**src/rtl/serial_lt_comparator_if.sv**
```systemverilog
// Start/done handshake and result bus between the control unit and the bit-serial
// less-than comparator that sits beside the ALU.
interface serial_lt_comparator_if #(
  parameter int WIDTH = 8
);
  logic             start;
  logic [WIDTH-1:0] A;
  logic [WIDTH-1:0] B;
  logic             is_signed;
  logic             busy;
  logic             done;
  logic [WIDTH-1:0] lt_mask;
  logic             lt;
  logic             eq;
  logic             gt;

  modport master (
    output start, A, B, is_signed,
    input  busy, done, lt_mask, lt, eq, gt
  );

  modport slave (
    input  start, A, B, is_signed,
    output busy, done, lt_mask, lt, eq, gt
  );
endinterface : serial_lt_comparator_if

```
**src/rtl/serial_lt_comparator.sv**
```systemverilog
// Bit-serial magnitude comparator for slt/sltu: scans latched operands LSB-first,
// one bit per clock, and reports lt/eq/gt plus an all-ones/all-zeros less-than mask.
module serial_lt_comparator #(
  parameter int WIDTH = 8
) (
  input  logic                   clk,
  input  logic                   rst_n,
  serial_lt_comparator_if.slave  cmp
);

  localparam int CW = $clog2(WIDTH);
  typedef logic [CW-1:0] cnt_t;
  localparam cnt_t LAST = cnt_t'(WIDTH - 1);

  typedef enum logic [1:0] {
    IDLE = 2'd0,
    RUN  = 2'd1,
    DONE = 2'd2
  } state_e;

  state_e           state_q, state_d;
  logic [WIDTH-1:0] a_q, b_q;
  logic             signed_q;
  cnt_t             cnt_q;
  logic             lt_acc_q, lt_acc_d;
  logic             eq_acc_q, eq_acc_d;
  logic             done_q, done_d;
  logic             busy_d;
  logic             lt_q, eq_q, gt_q;
  logic [WIDTH-1:0] lt_mask_q;

  logic a_bit, b_bit, diff, signed_msb;

  // NOTE: sequential state uses non-blocking (<=) so every register samples pre-edge values.
  always_ff @(posedge clk or negedge rst_n) begin
    if (!rst_n) state_q <= IDLE;
    else        state_q <= state_d;
  end

  // NOTE: every always_comb output gets a default first, so no path can infer a latch.
  always_comb begin
    state_d = state_q;
    unique case (state_q)
      IDLE:    if (cmp.start) state_d = RUN;
      RUN:     if (cnt_q == LAST) state_d = DONE;
      DONE:    state_d = IDLE;
      default: state_d = IDLE;
    endcase
  end

  // done is registered on the DONE exit edge, so it is seen in the first IDLE cycle.
  always_comb begin
    busy_d = (state_q != IDLE);
    done_d = (state_q == DONE);
  end

  // Current bit; the signed rule flips the sense of the sign bit only.
  always_comb begin
    a_bit      = a_q[cnt_q];
    b_bit      = b_q[cnt_q];
    diff       = a_bit ^ b_bit;
    signed_msb = signed_q && (cnt_q == LAST);
    if (signed_msb) lt_acc_d = (a_bit & ~b_bit) | (~diff & lt_acc_q);
    else            lt_acc_d = (~a_bit & b_bit) | (~diff & lt_acc_q);
    eq_acc_d = eq_acc_q & ~diff;
  end

  // NOTE: the operand shadows are reset too; they are few flops and keep sim free of X.
  always_ff @(posedge clk or negedge rst_n) begin
    if (!rst_n) begin
      a_q       <= '0;
      b_q       <= '0;
      signed_q  <= 1'b0;
      cnt_q     <= '0;
      lt_acc_q  <= 1'b0;
      eq_acc_q  <= 1'b1;
      done_q    <= 1'b0;
      lt_q      <= 1'b0;
      eq_q      <= 1'b0;
      gt_q      <= 1'b0;
      lt_mask_q <= '0;
    end else begin
      done_q <= done_d;
      unique case (state_q)
        IDLE: begin
          if (cmp.start) begin
            a_q      <= cmp.A;
            b_q      <= cmp.B;
            signed_q <= cmp.is_signed;
            cnt_q    <= '0;
            lt_acc_q <= 1'b0;
            eq_acc_q <= 1'b1;
          end
        end
        RUN: begin
          lt_acc_q <= lt_acc_d;
          eq_acc_q <= eq_acc_d;
          if (cnt_q != LAST) cnt_q <= cnt_q + cnt_t'(1);
        end
        DONE: begin
          lt_q      <= lt_acc_q;
          eq_q      <= eq_acc_q;
          gt_q      <= ~lt_acc_q & ~eq_acc_q;
          lt_mask_q <= {WIDTH{lt_acc_q}};
        end
        default: ;
      endcase
    end
  end

  assign cmp.busy    = busy_d;
  assign cmp.done    = done_q;
  assign cmp.lt      = lt_q;
  assign cmp.eq      = eq_q;
  assign cmp.gt      = gt_q;
  assign cmp.lt_mask = lt_mask_q;

endmodule : serial_lt_comparator
```
**src/flat_wrapper.sv**
```systemverilog
// flat-port wrapper written by rule: the top's interface ports become plain ports
module serial_lt_comparator_flat 
#(
  parameter int WIDTH = 8
)
  (clk, rst_n, cmp_start, cmp_A, cmp_B, cmp_is_signed, cmp_busy, cmp_done, cmp_lt_mask, cmp_lt, cmp_eq, cmp_gt);
  serial_lt_comparator_if #(.WIDTH(WIDTH)) cmp_i ();
  input  logic clk;
  input  logic rst_n;
  input wire logic [$bits(cmp_i.start)-1:0] cmp_start;
  input wire logic [$bits(cmp_i.A)-1:0] cmp_A;
  input wire logic [$bits(cmp_i.B)-1:0] cmp_B;
  input wire logic [$bits(cmp_i.is_signed)-1:0] cmp_is_signed;
  output wire logic [$bits(cmp_i.busy)-1:0] cmp_busy;
  output wire logic [$bits(cmp_i.done)-1:0] cmp_done;
  output wire logic [$bits(cmp_i.lt_mask)-1:0] cmp_lt_mask;
  output wire logic [$bits(cmp_i.lt)-1:0] cmp_lt;
  output wire logic [$bits(cmp_i.eq)-1:0] cmp_eq;
  output wire logic [$bits(cmp_i.gt)-1:0] cmp_gt;
  assign cmp_i.start = cmp_start;
  assign cmp_i.A = cmp_A;
  assign cmp_i.B = cmp_B;
  assign cmp_i.is_signed = cmp_is_signed;
  assign cmp_busy = cmp_i.busy;
  assign cmp_done = cmp_i.done;
  assign cmp_lt_mask = cmp_i.lt_mask;
  assign cmp_lt = cmp_i.lt;
  assign cmp_eq = cmp_i.eq;
  assign cmp_gt = cmp_i.gt;
  serial_lt_comparator #(.WIDTH(WIDTH)) u_core (.clk(clk), .rst_n(rst_n), .cmp(cmp_i));
endmodule
```
**config.mk**
```make
export PLATFORM = sky130hd
export DESIGN_NAME = serial_lt_comparator_flat
export DESIGN_NICKNAME = d
export VERILOG_FILES = /design/src/rtl/serial_lt_comparator_if.sv /design/src/rtl/serial_lt_comparator.sv /design/src/flat_wrapper.sv
export SDC_FILE = /design/constraint.sdc
export NUM_CORES = 1
export LEC_CHECK = 0
export ABC_CLOCK_PERIOD_IN_PS = 1700
export CAP_MARGIN = 0
export CORE_MARGIN = 1
export CORE_UTILIZATION = 44
export CTS_CLUSTER_SIZE = 10
export DETAILED_ROUTE_END_ITERATION = 7
export PLACE_DENSITY = 0.8
export SYNTH_ARGS = -nofsm -noshare
export SYNTH_HDL_FRONTEND = slang
export SYNTH_SLANG_ARGS = --single-unit
```
**constraint.sdc**
```tcl
create_clock -name clk -period 1.7 [get_ports clk]
set_input_delay 0.51 -clock clk [delete_from_list [all_inputs] [get_ports clk]]
set_output_delay 0.51 -clock clk [all_outputs]
set_load 0.05 [all_outputs]
```
### After elaboration in Yosys (flattened, before gate mapping)

Cells that the tools add are included.

* add/sub/neg operators: 1
* $lt $le $gt $ge: 1
* eq/ne operators: 7
* multiplexer cells: 15
* bitwise operators: 13
* reductions and logical operators: 8

Operator list (number)
* $bmux 1 s3: 2
* $mux 3: 2
* $pmux 3 s2: 1
* $reduce_and 2->1: 3
* $and 1x1->1: 5
* $mux 1: 5
* $not 1->1: 5
* $lt 3x4->1 const B: 1
* $mux 2: 2
* $ne 2x1->1 const B: 2
* $pmux 1 s2: 2
* $pmux 2 s2: 1
* $reduce_bool 2->1: 2
* $add 3x1->3 const B: 1
* $eq 3x3->1 const B: 1
* $ne 3x3->1 const B: 1
* $reduce_and 3->1: 1
* $eq 2x1->1 const B: 1
* $eq 2x2->1 const B: 1
* $logic_not 2->1: 1
* $ne 2x2->1 const B: 1
* $or 1x1->1: 2
* $logic_and 1x1->1: 1
* $xor 1x1->1: 1

* register bits after elaboration: 29
* word-level logic and storage cells: 57

### Longest topological paths before layout

* word-level depth: 8
* mapped depth: 7

### Least setup slack after synthesis

No wires, ideal clock.

* kind: register -> register
* start: reg u_core.cnt_q[0]
* end: reg u_core.lt_acc_q
* setup time: 146 ps
* arrival: 1637 ps
* data required time: 1554 ps
* slack: -83 ps
* stages on the path, launching flop included: 8
* period minus slack after synthesis: 1783 ps
* path through: dfrtp_1 > buf_6 > mux4_2 > mux2i_1 > inv_1 > ha_1 > nand3_1 > o311ai_0

* longest elaborated chain between the ends: 8
* elaborated cells between the ends (all ways): 17
* those cells by class: eq/ne (1); mux (6); bitwise (9); reduce/logical (1)

RTL lines
* from (decl): line serial_lt_comparator.sv:24 `cnt_t cnt_q;`
* from (signal assigned): line serial_lt_comparator.sv:98 `if (cnt_q != LAST) cnt_q <= cnt_q + cnt_t'(1);`
* $bmux 1 s3, on equally long branches: line serial_lt_comparator.sv:59, serial_lt_comparator.sv:60
* $mux 1, on equally long branches: line serial_lt_comparator.sv:59, serial_lt_comparator.sv:60
* $xor 1x1->1: line serial_lt_comparator.sv:61 `diff = a_bit ^ b_bit;`
* $not 1->1: line serial_lt_comparator.sv:63, serial_lt_comparator.sv:64
* $and 1x1->1: line serial_lt_comparator.sv:63, serial_lt_comparator.sv:64
* $or 1x1->1, on equally long branches: line serial_lt_comparator.sv:64, serial_lt_comparator.sv:63
* $mux 1 (*): line serial_lt_comparator.sv:63 `if (signed_msb) lt_acc_d = (a_bit & ~b_bit) | (~diff & lt_acc_q);`
* $pmux 1 s2 (*): line serial_lt_comparator.sv:84 `unique case (state_q)`
* to (signal assigned): line serial_lt_comparator.sv:96 `lt_acc_q <= lt_acc_d;`
* to (decl): line serial_lt_comparator.sv:25 `logic lt_acc_q, lt_acc_d;`

Mark *: on every way between the ends. The rest lies on a longest branch, timed or not. The select of a mux whose other input is x is not followed.
A chain may end at the register's enable or synchronous reset.

### Final worst setup path

Ends and elaborated chain as after synthesis.

==> summary.md <==
| Metric | Value |
|---|---|
| Final Max Tran Viols | `0` |
| Final min period | `1.900 ns` |
| Worst vdd ir | `~0.8 mV` |
| Synth top area cells | `dfrtp_1 48%, mux2_4 11%, mux4_2 6.4%, mux2_1 5.6%, buf_4 4.8%` |
| Commonest cells in the netlist | `27 x dfrtp_1, 10 x mux2_4, 9 x buf_4, 7 x mux2_1, 7 x nand2_1` |
| Top Ports | `33` |
| Mux contribution to synthesized area | `a little over a quarter` |
| Clock Path Buffers | `2` |
| Main flop type after synthesis | `dfrtp_1` |
| Max-cap violations | `0` |
| Clock Pin Slew Worst Setup and Hold Paths | `about 0.15 ns` |
| Async set-reset flop share out of synthesis | `100.0%` |
| Post-synthesis xor/xnor area fraction | `0%` |
| Final instance area | `between 0.0015 and 0.002 mm^2` |
| # DRC | `0` |
| Initial core utilization | `a little under half` |
| Share of cells above drive strength 1 | `between 30 and 40%` |
| Placer Congestion | `0.8261` |
| Maximum fanout along the worst path | `7` |
| Sequential cell area fraction in the yosys report | `50.22%` |
| Final nets | `161` |
| Site row count | `20` |
| First-pass GRT wire length | `4305 um` |
| Dpl ws | `-0.2999 ns` |
| Worst setup margin | `-0.2000 ns` |
| Worst hold path depth | `1` |
| Pre-antenna DRT Iters | `4` |
| R2R depth | `6` |
| Worst path required time | `about 1.9 ns` |
| Average cell area after synthesis | `13.57 um^2` |
| Count leader, synth | `dfrtp_1` |
| Slew headroom | `about 76%` |
| Syn Inst Count | `103` |
| Mapped Area | `about 0.0014 mm^2` |
| Crit start category | `register` |
| Drt wl/cell | `14.32 um` |
| Die ar. | `around 0.0034 mm^2` |
| Max H-tree Level | `1` |
| WL final | `2577 um` |
| TritonCTS clock tree | `done` |
| Vias | `between 900 and 1,000` |
| Share of the synthesized area in the top cell type | `between 40% and 50%` |
| RSZ-0062 raised after global routing | `true` |
| Combinational family with the most area after synthesis | `multiplexers` |
| Hold WC Path Type | `reg -> reg` |
| Drt initial violations | `7` |
| Post-DP Area | `around 0.0018 mm^2` |
| Power Dens Cells | `between 1500 and 2000 mW/mm^2` |
| Hold_ws | `approximately 0.48 ns` |
| Maximum clock rate | `526.3 MHz` |
| Die Wd | `a little under 60 um` |
| Total GRT Usage | `between 10% and 20%` |
| Initial antenna violation count | `0` |
| Synth Area in Compound Gates | `under 10%` |
| Failing checks | `negative setup slack` |
| CP Class | `reg -> reg` |
| Nature of the critical path endpoint | `register` |
| Leak Pwr | `0.8465 nW` |
| Slew @ Worst Pin | `between 0.3 and 0.4 ns` |
| Core area | `0.003028 mm^2` |
| Final core occ | `64.13%` |
| Final TNS setup | `-0.3744 ns` |
| Final hold viol count | `0` |
| Clk_lat worst skew | `between 0.3 and 0.4 ns` |
| I/O Buffers | `32` |
| Final Cycle Share | `111.8%` |
| Seq cells post-synth | `28` |
| Crit path DAT | `~2.1 ns` |
| CTS Root Cell | `clkbuf_4` |
| Largest net degree at the start of global routing | `29` |
| CTS Sinks | `28` |
| Total power | `between 3 and 4 mW` |
| Setup-failing EPs final | `2` |
| Die height | `58.36 um` |
| EDFF count, synth | `0` |
| Reg2reg setup slack | `-0.20 ns` |
| Area delta synth->final | `38.94%` |
| Final HPWL DP | `1915 um` |
| Finished Layout Cells | `180` |
| Vias in the first global route | `slightly below 1,000` |
| GRT overflow | `0` |
| Synth area leader | `dfrtp_1` |
| Simple-gate portion of the synthesized area | `between 4 and 5%` |
| Via density | `around 5.0` |
| Run status | `complete, but fails checks` |
| Post-DRT Antenna Nets | `0` |
| Yosys warns | `0` |
| Syn_nets | `127` |
| Synth Area in Adders | `between 3 and 4%` |
| Synth cell types | `24` |
| Placed cells | `170` |
| Clock Skew | `approximately 0.01 ns` |
| TritonCTS buffer count | `3` |
| N_diodes | `0` |
-- sequential cells by signal, indices dropped and copies added (netlist names) --
| name | cells |
|---|---|
| u_core.cmp.lt | 1 |
| u_core.cnt_q | 3 |
| u_core.a_q | 8 |
| u_core.signed_q | 1 |
| u_core.cmp.gt | 1 |
| u_core.state_q | 2 |
| u_core.cmp.done | 1 |
| u_core.eq_acc_q | 1 |
| u_core.b_q | 8 |
| u_core.cmp.eq | 1 |
| u_core.lt_acc_q | 1 |
-- worst paths after layout --
path,to,startpoint
max,u_core.lt_acc_q$_DFFE_PN0P_,u_core.cnt_q[0]$_DFFE_PN0P_
min,u_core.state_q[1]$_DFFE_PN0P_,u_core.state_q[1]$_DFFE_PN0P_
max reg2reg,u_core.lt_acc_q$_DFFE_PN0P_,u_core.cnt_q[0]$_DFFE_PN0P_
min reg2reg,u_core.state_q[1]$_DFFE_PN0P_,u_core.state_q[1]$_DFFE_PN0P_
max in group asynchronous,u_core.eq_acc_q$_DFFE_PN1P_,rst_n
min in group asynchronous,u_core.b_q[4]$_DFFE_PN0P_,rst_n
-- cells in the final DEF, fill, tap and decap left out --
cell type / synthesis / final
mux4_2: 4 / 4
clkdlybuf4s50_1: 0 / 19
mux2_1: 7 / 7
ha_4: 0 / 1
a22oi_1: 2 / 2
o311ai_1: 0 / 1
buf_4: 9 / 8
o21bai_1: 1 / 1
dfrtp_1: 27 / 25
nand2b_1: 1 / 1
o21ai_2: 0 / 1
buf_6: 3 / 1
nand2_1: 7 / 7
inv_1: 4 / 4
o21ai_1: 0 / 1
mux2_2: 2 / 2
o31ai_1: 1 / 1
nor3_1: 2 / 2
mux2i_2: 0 / 1
ha_2: 0 / 1
clkbuf_4: 0 / 3
dfstp_2: 1 / 1
mux2i_4: 0 / 1
a21oi_1: 2 / 2
nand3_2: 0 / 1
mux2_4: 10 / 10
nor2_1: 2 / 2
dfrtp_2: 0 / 2
ha_1: 4 / 2
buf_12: 0 / 13
inv_2: 2 / 2
and3_4: 1 / 1
o21ai_0: 5 / 3
mux2i_1: 4 / 2
clkbuf_1: 0 / 1
-- layout make-up --
cell class                      count  area, um^2
Fill cell                         234        1086
Sequential cell                    28       704.4
Multi-Input combinational cell     57       611.8
Timing Repair Buffer               41       521.8
Tap cell                           44       55.05
Clock buffer                        4       26.28
Inverter                            6       22.52
-- critical path: stages (launching register included) --
cell and delay (ns):
dfrtp_2 0.50, mux4_2 0.55, mux2i_2 0.22, inv_1 0.11
ha_4 0.25, nand3_2 0.07, o311ai_1 0.08
-- routing by layer --
metal | up-vias | share of wire [%] | GRT usage, %
li1 | 418 | - | -
met1 | 439 | 42 | 19.97
met2 | 35 | 51 | 30.71
met3 | 9 | 3.9 | 2.198
met4 | 0 | 2.1 | 6.803
met5 | - | 0 | 0
-- kinds of logic after synthesis --
family / Yosys count
flops: 28
mux: 27
buf+inv: 18
simple gates: 14
compound gates: 12
fa+ha+maj: 4
-- power breakdown --
part	switching, mW	total, mW	internal [mW]
combinational	0.934	2.12	1.19
clock	0.195	0.288	0.0921
sequential	0.286	1.27	0.986
total	1.41	3.68	2.27
-- what timing repair did --
action	4_1_cts	5_1_grt
pin swaps	1	1
endpoints found under the hold margin	0	0
resized for setup	1	10
setup endpoints to repair	2	12
buffers inserted	0	6
hold buffers	0	0
(Power assumes the default switching activity.)
